[config.mk]
export PLATFORM = sky130hd
export DESIGN_NAME = seg7_scan_driver
export DESIGN_NICKNAME = d
export VERILOG_FILES = /design/src/rtl/seg7_scan_driver.sv
export SDC_FILE = /design/constraint.sdc
export NUM_CORES = 1
export LEC_CHECK = 0
export CORE_UTILIZATION = 50
export DETAILED_ROUTE_END_ITERATION = 16
export GPL_TIMING_DRIVEN = 1
export HOLD_SLACK_MARGIN = 0.15
export PLACE_DENSITY = 0.73
export SLEW_MARGIN = 15
export SYNTH_ARGS = -nofsm -noshare
export SYNTH_HDL_FRONTEND = slang
export SYNTH_SLANG_ARGS = --single-unit
[constraint.sdc]
create_clock -name clk -period 2.3 [get_ports clk]
set_input_delay 0.46 -clock clk [delete_from_list [all_inputs] [get_ports clk]]
set_output_delay 0.46 -clock clk [all_outputs]
set_load 0.05 [all_outputs]
[src/rtl/seg7_scan_driver.sv]
// rtl/seg7_scan_driver.sv - time-multiplexed hex 7-segment scan driver with anti-ghost blanking and blink
module seg7_scan_driver #(
    parameter int NUM_DIGITS   = 4,
    parameter int SCAN_DIV     = 1000,
    parameter int GHOST        = 2,
    parameter int BLINK_FRAMES = 250
) (
    input  logic                    clk,
    input  logic                    rst,
    input  logic [4*NUM_DIGITS-1:0] digit_data,
    input  logic                    digit_load,
    input  logic [NUM_DIGITS-1:0]   blink_en,
    output logic [6:0]              seg_out,
    output logic                    mask,
    output logic [NUM_DIGITS-1:0]   digit_sel
);

    localparam int CW = $clog2(SCAN_DIV);
    localparam int IW = $clog2(NUM_DIGITS);
    localparam int FW = (BLINK_FRAMES > 1) ? $clog2(BLINK_FRAMES) : 1;

    typedef enum logic {
        BLANK,
        SHOW
    } state_t;

    state_t                  state;
    logic [CW-1:0]           cnt;
    logic [IW-1:0]           idx;
    logic [FW-1:0]           frame_cnt;
    logic                    blink_phase;
    logic [4*NUM_DIGITS-1:0] digit_sh;
    logic [NUM_DIGITS-1:0]   blink_sh;

    function automatic logic [6:0] decode(input logic [3:0] hex);
        case (hex)
            4'h0:    decode = 7'h3F;
            4'h1:    decode = 7'h06;
            4'h2:    decode = 7'h5B;
            4'h3:    decode = 7'h4F;
            4'h4:    decode = 7'h66;
            4'h5:    decode = 7'h6D;
            4'h6:    decode = 7'h7D;
            4'h7:    decode = 7'h07;
            4'h8:    decode = 7'h7F;
            4'h9:    decode = 7'h6F;
            4'hA:    decode = 7'h77;
            4'hB:    decode = 7'h7C;
            4'hC:    decode = 7'h39;
            4'hD:    decode = 7'h5E;
            4'hE:    decode = 7'h79;
            default: decode = 7'h71;
        endcase
    endfunction

    always_ff @(posedge clk) begin
        if (rst) begin
            state       <= BLANK;
            cnt         <= '0;
            idx         <= '0;
            frame_cnt   <= '0;
            blink_phase <= 1'b0;
            digit_sh    <= '0;
            blink_sh    <= '0;
            seg_out     <= '0;
            mask        <= 1'b0;
            digit_sel   <= '0;
        end else begin
            if (digit_load) begin
                digit_sh <= digit_data;
                blink_sh <= blink_en;
            end

            if (cnt == CW'(SCAN_DIV - 1))
                cnt <= '0;
            else
                cnt <= cnt + 1'b1;

            case (state)
                BLANK: begin
                    // seg_out is loaded once here and held, so the digit cannot tear mid-slot
                    if (cnt == CW'(GHOST - 1)) begin
                        state     <= SHOW;
                        digit_sel <= NUM_DIGITS'(1) << idx;
                        seg_out   <= decode(digit_sh[idx*4 +: 4]);
                        mask      <= ~(blink_sh[idx] & blink_phase);
                    end
                end
                SHOW: begin
                    if (cnt == CW'(SCAN_DIV - 1)) begin
                        state     <= BLANK;
                        digit_sel <= '0;
                        seg_out   <= '0;
                        mask      <= 1'b0;
                        if (idx == IW'(NUM_DIGITS - 1)) begin
                            idx <= '0;
                            if (frame_cnt == FW'(BLINK_FRAMES - 1)) begin
                                frame_cnt   <= '0;
                                blink_phase <= ~blink_phase;
                            end else begin
                                frame_cnt <= frame_cnt + 1'b1;
                            end
                        end else begin
                            idx <= idx + 1'b1;
                        end
                    end else begin
                        mask <= ~(blink_sh[idx] & blink_phase);
                    end
                end
                default: state <= BLANK;
            endcase
        end
    end

endmodule
==> flow_summary.json, run 1 <==
{
  "coreArea_um2": 5110,
  "grt_use_total": 0.202,
  "async_flop_share": 0,
  "drive_above_1_share": 0.0813,
  "ff2ff_path_depth": 6,
  "numCtsBuffers": 5,
  "relSlewSlack": 0.640,
  "setup_viol": 0,
  "synth.avg_cell_area_um2": 9.28,
  "crit_fanout": 5,
  "arrival_ns": 2.38,
  "holdPathStages": 2,
  "power_density_nw_per_um2": 592,
  "cts_tree": "built",
  "end_kind": "register",
  "yosys_warnings": 0,
  "p_clk_frac": 0.302,
  "design.die.area_um2": 5580,
  "clk_path_buf_depth": 2,
  "p_seq_frac": 0.538,
  "drt_iter0_drc": 187,
  "cap_violations": 0,
  "drt_wl_total_mm": 5.12,
  "crit_required_ns": 2.52,
  "finalCriticalPeriod_ns": 2.16,
  "ant_nets": 0,
  "fin_worst_skew_ns": 0.00529,
  "grt_pass1_wl_mm": 8.66,
  "via_per_inst": 5.38,
  "cts_resized": 0,
  "power.leakage_nw": 1.21,
  "status": "completed",
  "peakVddDrop_mv": 0.503,
  "antennaDiodeCount": 0,
  "die_h_um": 74.7,
  "hold_viol": 0,
  "synth_top_area_share": 0.409,
  "cts.hold.buffers_added": 0,
  "die_w_um": 74.7,
  "yosys.area.top_type": "dfxtp_1",
  "boundaryPins": 35,
  "crit_path_start_kind": "register",
  "ys_ff_latch": 54,
  "synth.distinct_cells": 42,
  "slowest_delay_ns": 0.67,
  "wl_per_cell_um": 13.1,
  "tns_ns": 0,
  "post_cts_buffers": 0,
  "synth-edff-count": 0,
  "synth_fp_nets": 322,
  "fin_hold_ws_ns": 0.473,
  "hold_class": "register to register",
  "clock_latency_ns": 0.31,
  "num_vias": 2100,
  "grt_antenna_before_repair": 0,
  "firstDrtPassIters": 4,
  "rsz0062_at_grt": "no",
  "portBuffers": 34,
  "ys_top_cells_by_count": "54 x dfxtp_1, 37 x nor2_1, 23 x mux2i_1",
  "period_share": 0.941,
  "switching_share": 0.283,
  "top_layer": "met4",
  "wl_met1_mm": 2.60,
  "power_switching_mw": 0.530,
  "internal_power_mw": 1.34,
  "syn_area_um2": 2650,
  "rows": 26,
  "yosysSeqAreaShare": 0.409,
  "synthFlopType": "dfxtp_1",
  "cpMaxStageDelayCell": "mux4_1",
  "wl_met3_um": 114,
  "syn2layout_area_growth_pct": 19.6,
  "cp_cell_sequence": "mux4_1 > inv_1 > ha_1 > mux2_2 > nand2_1 > a32o_1",
  "grt_max_degree": 35,
  "place.gp.congestion": 0.861,
  "max_freq_ghz": 0.462,
  "grt_pass1_vias": 1899,
  "overflow": 0,
  "drv_slew": 0,
  "clk_pin_slew_worst_paths_ns": 0.10,
  "cts.sinks": 54,
  "p_comb_frac": 0.159,
  "n_fill_cell": 453,
  "met2WireLength_mm": 2.34,
  "cts_root_buf": "clkbuf_8",
  "worst_slew_pin_slew_ns": 0.532,
  "yosysMostFrequentCell": "dfxtp_1",
  "synth_area_leaders": "dfxtp_1 41%, mux2i_1 8.7%, ha_1 6.6%",
  "hpwl_mm": 3.77,
  "htreeDepth": 2,
  "start_util": 0.518,
  "netlist_instances": 285,
  "fin_nets": 356,
  "crit_type": "register to register",
  "drc": 0
}
## metrics by stage
step                 util  area, um^2  power, mW  setup slack (ns)  instances
floorplan               -        2650       1.22             0.288        285
global placement    0.600        3070       1.33             0.253        382
detailed placement  0.600        3070       1.33             0.154        382
CTS                 0.620        3160       1.90             0.140        390
global route        0.620        3160       1.98           0.00292        390
finish              0.620        3160       1.87             0.136        390
## kinds of logic after synthesis
| group | Yosys count | synth area share |
|---|---|---|
| compound gates | 37 | 0.0856 |
| fa+ha+maj | 14 | 0.0662 |
| buf+inv | 27 | 0.0464 |
| xor+xnor | 8 | 0.0265 |
| simple gates | 114 | 0.219 |
| flops | 54 | 0.409 |
| mux | 31 | 0.148 |
## worst paths after layout
check / startpoint / slack [ns] / to
hold / removal: digit_sel[3] / 0.47 / digit_sel[3]
hold reg to reg: digit_sel[3] / 0.47 / digit_sel[3]
setup reg to reg: idx[0] / 0.14 / seg_out[5]
setup / recovery: idx[0] / 0.14 / seg_out[5]
## routing by layer
metal / track usage / vias to the layer above
met1: 0.292 / 980
met5: 0 / -
met3: 0.0415 / 5
met4: 0.0650 / 0
li1: - / 1086
met2: 0.303 / 29
## sequential cells by signal, summed over array words and instances (netlist names)
| register | count |
|---|---|
| digit_sh | 16 |
| cnt | 10 |
| frame_cnt | 8 |
| seg_out | 7 |
| blink_sh | 4 |
| digit_sel | 4 |
| idx | 2 |
| blink_phase | 1 |
| mask | 1 |
| state | 1 |
## cells in the final DEF (no fill, tap or decap), types with 3 or more instances in the layout
cell             synthesis  final
dfxtp_1                 54     54
nor2_1                  37     37
clkdlybuf4s50_1          0     34
mux2i_1                 23     23
nand2_1                 22     22
a21oi_1                 16     16
nand3_1                 14     14
ha_1                    14     14
nor3_1                  12     12
buf_4                    0     11
inv_1                    9      9
o21ai_0                  7      7
xnor2_1                  6      6
a31oi_1                  5      5
clkbuf_8                 0      5
mux4_1                   4      4
and4_1                   4      4
nand4b_1                 4      4
and3_1                   3      3
mux2_2                   3      3
## worst max-delay path: cells and delay by family, from the launching register on
family                   cells  cell delay (ns)
buffers and inverters        1             0.18
AND/OR/NAND/NOR              1             0.05
adder cells (fa/ha/maj)      1             0.27
multiplexers                 2             0.85
AO/OA/AOI/OAI                1             0.25
flip-flops                   1             0.47
## power by group through the flow
stage	sequential [mW]	combinational [mW]	clock (mW)
finish	1.01	0.299	0.567
global route	1.02	0.328	0.638
CTS	1.01	0.301	0.586
detailed placement	1.03	0.300	0
global placement	1.03	0.296	0
floorplan	1.08	0.138	0
## cell type report
| class | count | area, um^2 | area share |
|---|---|---|---|
| multi-input cells | 204 | 1440 | 0.456 |
| inverters | 9 | 33.8 | 0.0107 |
| clock inverters | 3 | 28.8 | 0.00909 |
| clock buffers | 5 | 68.8 | 0.0217 |
| repair buffers | 45 | 423 | 0.134 |
| flip-flops and latches | 54 | 1080 | 0.342 |
| well taps | 70 | 87.6 | 0.0277 |
Note: power is estimated with default switching activity, not from simulation.
==> run 2: changes to the inputs <==
--- a/config.mk
+++ b/config.mk
@@ -6,6 +6,7 @@
 export NUM_CORES = 1
 export LEC_CHECK = 0
 export CORE_UTILIZATION = 50
+export CTS_CLUSTER_DIAMETER = 120
 export DETAILED_ROUTE_END_ITERATION = 16
 export GPL_TIMING_DRIVEN = 1
 export HOLD_SLACK_MARGIN = 0.15
==> results of run 2 <==
No change in the layout: final DEF, timing and power equal those of run 1.
